File: src/rtl/audio_pkg.sv
// Event codes and widths shared by the key event buffer and processor decode.
// Also holds the FIFO operation encoding used by sync_fifo.
package audio_pkg;

    localparam int EVT_WIDTH = 8;

    localparam logic [EVT_WIDTH-1:0] EVT_NONE         = 8'h00;
    localparam logic [EVT_WIDTH-1:0] EVT_KEY_PRESS    = 8'h10;
    localparam logic [EVT_WIDTH-1:0] EVT_KEY_RELEASE  = 8'h20;
    localparam logic [EVT_WIDTH-1:0] EVT_INCREASE     = 8'h40;
    localparam logic [EVT_WIDTH-1:0] EVT_DECREASE     = 8'h41;
    localparam logic [EVT_WIDTH-1:0] EVT_MENU_CHANGE  = 8'h42;

    typedef enum logic [1:0] {
        OP_IDLE,
        OP_PUSH,
        OP_POP,
        OP_BOTH
    } fifo_op_e;

endpackage

File: src/rtl/sync_fifo.sv
// Generic synchronous FIFO: storage, wrapping pointers, separate count.
// Ports: clk, rst_n, push/wdata, pop/rdata, count, full, empty.
module sync_fifo
    import audio_pkg::*;
#(
    parameter int WIDTH = 8,
    parameter int DEPTH = 8
) (
    input  logic                       clk,
    input  logic                       rst_n,
    input  logic                       push,
    input  logic [WIDTH-1:0]           wdata,
    input  logic                       pop,
    output logic [WIDTH-1:0]           rdata,
    output logic [$clog2(DEPTH):0]     count,
    output logic                       full,
    output logic                       empty
);

    localparam int AW = $clog2(DEPTH);
    localparam int CW = AW + 1;

    logic [WIDTH-1:0] mem [DEPTH];
    logic [AW-1:0]    wr_ptr;
    logic [AW-1:0]    rd_ptr;
    fifo_op_e         op;

    always_comb begin
        op = OP_IDLE;
        if (push && pop) op = OP_BOTH;
        else if (push)   op = OP_PUSH;
        else if (pop)    op = OP_POP;
    end

    always_ff @(posedge clk or negedge rst_n) begin
        if (!rst_n) begin
            wr_ptr <= '0;
            rd_ptr <= '0;
            count  <= '0;
        end else begin
            unique case (op)
                OP_PUSH: begin
                    wr_ptr <= wr_ptr + AW'(1);
                    count  <= count + CW'(1);
                end
                OP_POP: begin
                    rd_ptr <= rd_ptr + AW'(1);
                    count  <= count - CW'(1);
                end
                OP_BOTH: begin
                    wr_ptr <= wr_ptr + AW'(1);
                    rd_ptr <= rd_ptr + AW'(1);
                end
                default: ;
            endcase
        end
    end

    // Storage needs no reset; contents are qualified by count.
    always_ff @(posedge clk) begin
        if (push) mem[wr_ptr] <= wdata;
    end

    assign rdata = mem[rd_ptr];
    assign full  = (count == CW'(DEPTH));
    assign empty = (count == '0);

endmodule

File: src/rtl/key_event_buffer.sv
// Key/menu event queue feeding the audio processor; evt reads 0 when empty.
// Ports: clk, reset (async, active-low), in_evt/in_valid, clear_evt, evt, count, full, overflow.
// Optional duplicate suppression with KEY_EVENT_DEDUP_EN.
module key_event_buffer
    import audio_pkg::*;
#(
    parameter int DEPTH = 8,
    parameter int WIDTH = EVT_WIDTH
) (
    input  logic                   clk,
    input  logic                   reset,
    input  logic [WIDTH-1:0]       in_evt,
    input  logic                   in_valid,
    input  logic                   clear_evt,
    output logic [WIDTH-1:0]       evt,
    output logic [$clog2(DEPTH):0] count,
    output logic                   full,
    output logic                   overflow
);

    logic [WIDTH-1:0] head;
    logic             empty;
    logic             pop;
    logic             push;
    logic             qualified;
    logic             drop;
    logic             dup;

    assign pop       = clear_evt && !empty;
    assign qualified = in_valid && (in_evt != '0) && !dup;
    // A same-cycle pop frees the slot, so a full buffer still accepts.
    assign push      = qualified && (!full || pop);
    assign drop      = qualified && full && !pop;

    sync_fifo #(
        .WIDTH (WIDTH),
        .DEPTH (DEPTH)
    ) u_fifo (
        .clk   (clk),
        .rst_n (reset),
        .push  (push),
        .wdata (in_evt),
        .pop   (pop),
        .rdata (head),
        .count (count),
        .full  (full),
        .empty (empty)
    );

    assign evt = empty ? '0 : head;

    always_ff @(posedge clk or negedge reset) begin
        if (!reset)    overflow <= 1'b0;
        else if (drop) overflow <= 1'b1;
    end

`ifdef KEY_EVENT_DEDUP_EN
    logic [WIDTH-1:0] last_evt;
    logic             last_valid;

    // last_valid mirrors "last accepted event still buffered".
    always_ff @(posedge clk or negedge reset) begin
        if (!reset) begin
            last_evt   <= '0;
            last_valid <= 1'b0;
        end else if (push) begin
            last_evt   <= in_evt;
            last_valid <= 1'b1;
        end else if (pop && count == 1) begin
            last_valid <= 1'b0;
        end
    end

    assign dup = last_valid && (in_evt == last_evt);
`else
    assign dup = 1'b0;
`endif

endmodule

File: config.mk
export PLATFORM = sky130hd
export DESIGN_NAME = key_event_buffer
export DESIGN_NICKNAME = d
export VERILOG_FILES = /design/src/rtl/audio_pkg.sv /design/src/rtl/sync_fifo.sv /design/src/rtl/key_event_buffer.sv
export SDC_FILE = /design/constraint.sdc
export NUM_CORES = 1
export LEC_CHECK = 0
export CORE_MARGIN = 2
export CORE_UTILIZATION = 40
export CTS_BUF_LIST = sky130_fd_sc_hd__clkbuf_2
export CTS_CLUSTER_DIAMETER = 80
export DETAILED_ROUTE_END_ITERATION = 10
export GPL_ROUTABILITY_DRIVEN = 1
export HOLD_SLACK_MARGIN = 0.05
export PLACE_DENSITY = 0.54
export SYNTH_ARGS = -nofsm -noshare
export SYNTH_HDL_FRONTEND = slang
export SYNTH_HIERARCHICAL = 1
export SYNTH_SLANG_ARGS = --single-unit
File: constraint.sdc
create_clock -name clk -period 3.7 [get_ports clk]
set_input_delay 0.74 -clock clk [delete_from_list [all_inputs] [get_ports clk]]
set_output_delay 0.74 -clock clk [all_outputs]
set_load 0.05 [all_outputs]
==> results.tsv, run 1 <==
metric	value	unit
outcome	complete, no violations	
synthesized area	3202	um2
Main synth FF type	edfxtp_1	
DRC	0	
max_cap viols	0	
Max rail drop VDD	0.4509	mV
ys async rst share	14.67	%
Vias	1607	
H-tree depth	3	
leak pwr	1.368	nW
Slew Limit Headroom	62.28	%
setup_tns	0	ns
Distinct cells, synth	30	
commonest non-fill, non-tap cell in the layout	edfxtp_1	
crit path from	u_fifo/rd_ptr[0]	
Syn Area/Cell	18.83	um2
Clock Tree Buf Depth	2	
via/cell ratio	5.102	
IO Count	26	
FMAX	0.2981	GHz
Reg-to-Reg Start	u_fifo/count[1]	
fraction of layout cells with a size suffix above 1	21.13	%
Hold Path Class	register to register	
# diodes	0	
setup violators final	0	
Port Buffers	25	
critical path capture point type	output port	
clk_skew	0.02945	ns
CP required	2.96	ns
CTS Hold Buffers Added	0	
die width	93.47	um
core box area	7727	um2
GP Congestion	0.7312	
Crit path largest cell delay	0.61	ns
clock transition at the registers of the reported paths	0.20	ns
PD cells	811.6	nW/um2
total number of yosys warnings	6	
post-DR wirelength/cell	19.17	um
worst setup margin	0.3459	ns
root buffer cell	clkbuf_2	
Syn Inst Count	170	
dpl ws	0.3374	ns
WS Path Type	register to output port	
most frequent cells in the layout	64 x edfxtp_1, 17 x clkdlybuf4s50_1, 11 x mux4_1, 11 x mux2_2	
final hold vios	0	
worst slew pin tran	0.5612	ns
1st-pass router iterations	4	
fin. max-slew vios	0	
clk sink count	75	
antenna violations before repair	0	
Syn Nets	189	
Final min period	3.354	ns
EDFF count, synth	64	
Crit Path Max Fanout	18	
post-cts resize count	2	
postcts setup bufs	0	
period utilization	90.65	%
RSZ-0062 raised after global routing	no	
Hold Startpoint	overflow	
Post-DP HPWL	3871	um
Worst Path Arrival	2.61	ns
CTS tree	done	
DR iter-0 viols	66	
Routed Antenna Nets	0	
Initial Utilization	41.43	%
NumNets Final	229	
GRT overflow	0	
CTS Buf Count	9	
first-pass GRT wire length	9377	um
DRT Wirelength	6037	um
CP Cell Sequence	buf_4, mux4_1, mux2_2, nor2b_1, dlygate4sd2_1	
pin count of the biggest net entering global routing	19	
critical path's slowest cell	mux4_1	
GRT Util Overall	15.33	%
vias in the first global route	1668	
Seq cells post-synth	75	
critical path launch point type	register	
worst skew pair latency	0.49	ns
Rows	32	
register area share after synthesis	68.62	%
Die Y	93.47	um
Die ar.	8737	um2
synth-to-layout area growth	16.73	%
[metrics by stage]
step	instance area [um2]	hold slack (ns)	instances	total power, mW	utilization (%)
3_5_place_dp	3620	0.4851	301	2.675	46.84
5_1_grt	3737	0.5381	315	3.200	48.36
3_3_place_gp	3620	0.4701	301	2.645	46.84
6_report	3737	0.5128	315	3.033	48.36
4_1_cts	3720	0.5282	315	3.086	48.14
2_1_floorplan	3208	0.4444	170	2.251	-
[cells by family (layout without fill, tap and decap cells)]
| family | after synthesis | after routing | share of synthesized area, % |
|---|---|---|---|
| AO/OA/AOI/OAI | 6 | 6 | 1.133 |
| XOR/XNOR | 9 | 9 | 2.462 |
| adder cells (fa/ha/maj) | 7 | 7 | 2.735 |
| buffers and inverters | 9 | 52 | 1.836 |
| flip-flops | 75 | 75 | 68.62 |
| multiplexers | 27 | 27 | 16.41 |
| AND/OR/NAND/NOR | 37 | 37 | 6.800 |
[Yosys cell counts, types with 2 or more instances]
master,instances,area [um2]
ha_1,7,87.58
nand2b_1,5,31.28
xnor2_1,5,43.79
nor2b_1,6,37.54
nor4_2,2,25.02
dfrtp_1,11,275.3
nand2_1,5,18.77
mux4_2,5,112.6
and2b_1,2,15.01
o21ai_0,3,15.01
clkbuf_1,3,11.26
nor2_1,9,33.78
xor2_1,4,35.03
mux4_1,11,289.0
inv_1,3,11.26
edfxtp_1,64,1922
mux2_2,11,123.9
nor3_1,2,10.01
[where the power goes]
| part | switching, mW | total (mW) | internal, mW |
|---|---|---|---|
| logic | 0.770 | 1.37 | 0.597 |
| registers | 0.161 | 1.25 | 1.09 |
| clock network | 0.267 | 0.415 | 0.148 |
| total | 1.20 | 3.03 | 1.83 |
[layer usage]
| metal | wire length [um] | track usage (%) | up-vias | part of all wire (%) |
|---|---|---|---|---|
| met1 | 2662 | 20.99 | 818 | 44 |
| met4 | 64 | 6.618 | 0 | 1.1 |
| met2 | 3128 | 24.22 | 31 | 52 |
| met3 | 182 | 2.659 | 8 | 3.0 |
| met5 | 0 | 0 | - | 0 |
| li1 | - | - | 750 | - |
[flip-flops by register name, indices dropped and copies added (netlist names)]
signal / cells
overflow: 1
u_fifo/count: 4
u_fifo/mem: 64
u_fifo/rd_ptr: 3
u_fifo/wr_ptr: 3
[area by class of cell]
type                       count  area [um2]
timing repair buffer          35       341.6
inverter                       3       11.26
fill                         652        3990
sequential                    75        2198
multi-input combinational     86       958.4
clock inverter                 5       55.05
clock buffer                   9       45.04
tap                          102       127.6
[final timing paths]
path,endpoint,slack (ns),depth (start not counted)
setup reg to reg,u_fifo/count[3],0.80,9
max in group asynchronous,u_fifo/rd_ptr[1],2.76,1
hold / removal,overflow,0.51,1
min in group asynchronous,u_fifo/wr_ptr[2],0.56,1
setup / recovery,evt[3],0.35,5
hold reg to reg,overflow,0.51,1
[critical path, delay by kind of cell (launching register included)]
kind                   cells  cell delay (ns)
DFF                        1             0.36
buffers and inverters      2             0.76
muxes                      2             0.88
and+or+nand+nor            1             0.13
No activity file was read; power rests on OpenSTA's default activity.
==> inputs of run 2 (changes only) <==
--- a/config.mk
+++ b/config.mk
@@ -11,8 +11,8 @@
 export CTS_CLUSTER_DIAMETER = 80
 export DETAILED_ROUTE_END_ITERATION = 10
 export GPL_ROUTABILITY_DRIVEN = 1
-export HOLD_SLACK_MARGIN = 0.05
 export PLACE_DENSITY = 0.54
+export REMOVE_ABC_BUFFERS = 1
 export SYNTH_ARGS = -nofsm -noshare
 export SYNTH_HDL_FRONTEND = slang
 export SYNTH_HIERARCHICAL = 1
==> run 2 against run 1 <==
Compared with the run above: critical path depth unchanged; sequential share of layout area decreased by 0.49 points; first-iteration DRC count rose by 73%; combinational power is essentially flat; non-clock buffer count rose by 1; hold slack gained 0.031 ns; final area increased by 0.84%; sequential cell count stayed put; wire length grew 1.3%; global-route usage grew 0.066 points; register-to-register slack hardly changed; total power up 2.5%; critical endpoint is now evt[6]; highest routed layer unchanged.
==> results.tsv, run 2 (synthesized netlist as in run 1, its figures left out) <==
metric	value	unit	change
busiest grt layer	met2		unchanged
CTS Hold Buffers Added	0		unchanged
top flop regs	u_fifo/mem (64), u_fifo/count (4)		unchanged
Crit path largest cell delay	0.62	ns	was 0.61 ns
RSZ-0062 raised after global routing	no		unchanged
synth-to-layout area growth	17.70	%	was 16.73%
critical path capture point type	output port		unchanged
post-DR wirelength/cell	19.23	um	was 19.17 um
max_cap viols	0		unchanged
# placed instances	302		was 301
via/cell ratio	5.164		was 5.102
clk_skew	0.01352	ns	was 0.02945 ns
Routed Antenna Nets	0		unchanged
CP Cell Sequence	buf_4, mux4_1, mux2_2, nor2b_1, dlygate4sd2_1		unchanged
GRT overflow	0		unchanged
critical path's slowest cell	mux4_1		unchanged
met3 usage	2.498	%	was 2.659%
Vias	1642		was 1,607
NumNets Final	230		was 229
CP required	2.96	ns	about the same
WS Path Type	register to output port		unchanged
DRT Wirelength	6114	um	was 6037 um
Initial Utilization	41.43	%	unchanged
outcome	complete, no violations		unchanged
Slew Limit Headroom	58.32	%	was 62.28%
Port Buffers	25		unchanged
Post-DP HPWL	3897	um	was 3871 um
leak pwr	1.387	nW	was 1.368 nW
root buffer cell	clkbuf_2		unchanged
max FFs per register	64		unchanged
PD cells	825.4	nW/um2	was 811.6 nW/um2
Die Y	93.47	um	unchanged
design area	3769	um2	was 3737 um2
worst skew pair latency	0.49	ns	about the same
clk sink count	75		unchanged
Max rail drop VDD	0.3136	mV	was 0.4509 mV
1st-pass router iterations	4		unchanged
commonest non-fill, non-tap cell in the layout	edfxtp_1		unchanged
period utilization	90.66	%	was 90.65%
R2R depth	13		was 9
DR iter-0 viols	114		was 66
GRT Util Overall	15.39	%	was 15.33%
crit path from	u_fifo/rd_ptr[0]		unchanged
Die ar.	8737	um2	unchanged
setup violators final	0		unchanged
core box area	7727	um2	unchanged
Post-Place Cell Area	3621	um2	was 3620 um2
# diodes	0		unchanged
Reg-to-Reg Start	u_fifo/count[1]		unchanged
Worst Path Arrival	2.61	ns	about the same
clock transition at the registers of the reported paths	0.19	ns	was 0.20 ns
fraction of layout cells with a size suffix above 1	21.30	%	was 21.13%
CTS tree	done		unchanged
vias in the first global route	1764		was 1,668
reg2reg setup slack	0.81	ns	was 0.80 ns
final hold vios	0		unchanged
Final min period	3.354	ns	about the same
most frequent cells in the layout	64 x edfxtp_1, 17 x clkdlybuf4s50_1, 11 x buf_4, 11 x mux4_1, 11 x mux2_2		was 64 x edfxtp_1, 17 x clkdlybuf4s50_1, 11 x mux4_1, 11 x mux2_2
met1 Use GR	20.25	%	was 20.99%
CTS Buf Count	9		unchanged
Clock Tree Buf Depth	2		unchanged
die width	93.47	um	unchanged
critical path launch point type	register		unchanged
Layout Cells excl Fill	318		was 315
first-pass GRT wire length	9563	um	was 9377 um
IO Count	26		unchanged
Rows	32		unchanged
antenna violations before repair	0		unchanged
worst slew pin tran	0.6165	ns	was 0.5612 ns
Top reg by flops	u_fifo/mem		unchanged
Hold Path Class	input pin to asynchronous set/reset pin		was register to register
postcts setup bufs	0		unchanged
fin. max-slew vios	0		unchanged
Crit Path Max Fanout	18		unchanged
FMAX	0.2981	GHz	about the same
pin count of the biggest net entering global routing	19		unchanged
DRC	0		unchanged
GP Congestion	0.7796		was 0.7312
H-tree depth	3		unchanged
worst reg2reg endpoint	u_fifo/count[2]		was u_fifo/count[3]
GRT met2 Usage	24.88	%	was 24.22%
==> run 2: metrics by stage <==
step	setup slack (ns)	total power, mW	setup TNS, ns	hold slack (ns)	util [%]
after detailed placement	0.2610	2.681	0	0.4976	46.86
final	0.3457	3.111	0	0.5434	48.77
after CTS	0.01587	3.160	0	0.5445	48.54
after global placement	0.4168	2.644	0	0.4843	46.86
after floorplan	-0.4047	2.193	-1.038	0.4444	-
after global routing	0.2343	3.272	0	0.5676	48.77
==> run 2: metal layers <==
metal / wire [um] / vias to the layer above
li1: - / 755
met1: 2776 / 847
met2: 3008 / 27
met3: 200 / 13
met4: 129 / 0
met5: 0 / -
==> run 2: cell type report <==
cell class / count / area (um2)
Clock buffer: 10 / 50.05
Clock inverter: 6 / 80.08
Fill cell: 648 / 3959
Inverter: 3 / 11.26
Multi-Input combinational cell: 86 / 952.2
Sequential cell: 75 / 2198
Tap cell: 102 / 127.6
Timing Repair Buffer: 36 / 349.1
==> run 2: power breakdown <==
group	switching, mW	leakage (nW)	internal [mW]	total (mW)
Clock	0.268	0.0770	0.221	0.489
Combinational	0.776	0.601	0.596	1.37
Sequential	0.160	0.709	1.09	1.25
==> run 2: what timing repair did <==
item,4_1_cts,5_1_grt
endpoints found under the hold margin,0,0
resized for setup,2,7
setup endpoints to repair,6,7
==> run 2: worst max-delay path, delay by kind of cell, from the launching register on <==
kind	cells	cell delay [ns]
flip-flops	1	0.36
buffers and inverters	2	0.72
multiplexers	2	0.90
AND/OR/NAND/NOR	1	0.12
==> run 2: how the worst max path moves through the flow <==
stage / end / slack, ns / depth (start not counted)
after floorplan: u_fifo/count[2] / -0.40 / 11
after global placement: u_fifo/count[2] / 0.42 / 12
after detailed placement: u_fifo/count[2] / 0.26 / 12
after CTS: evt[3] / 0.02 / 5
after global routing: evt[6] / 0.23 / 5
final: evt[6] / 0.35 / 5
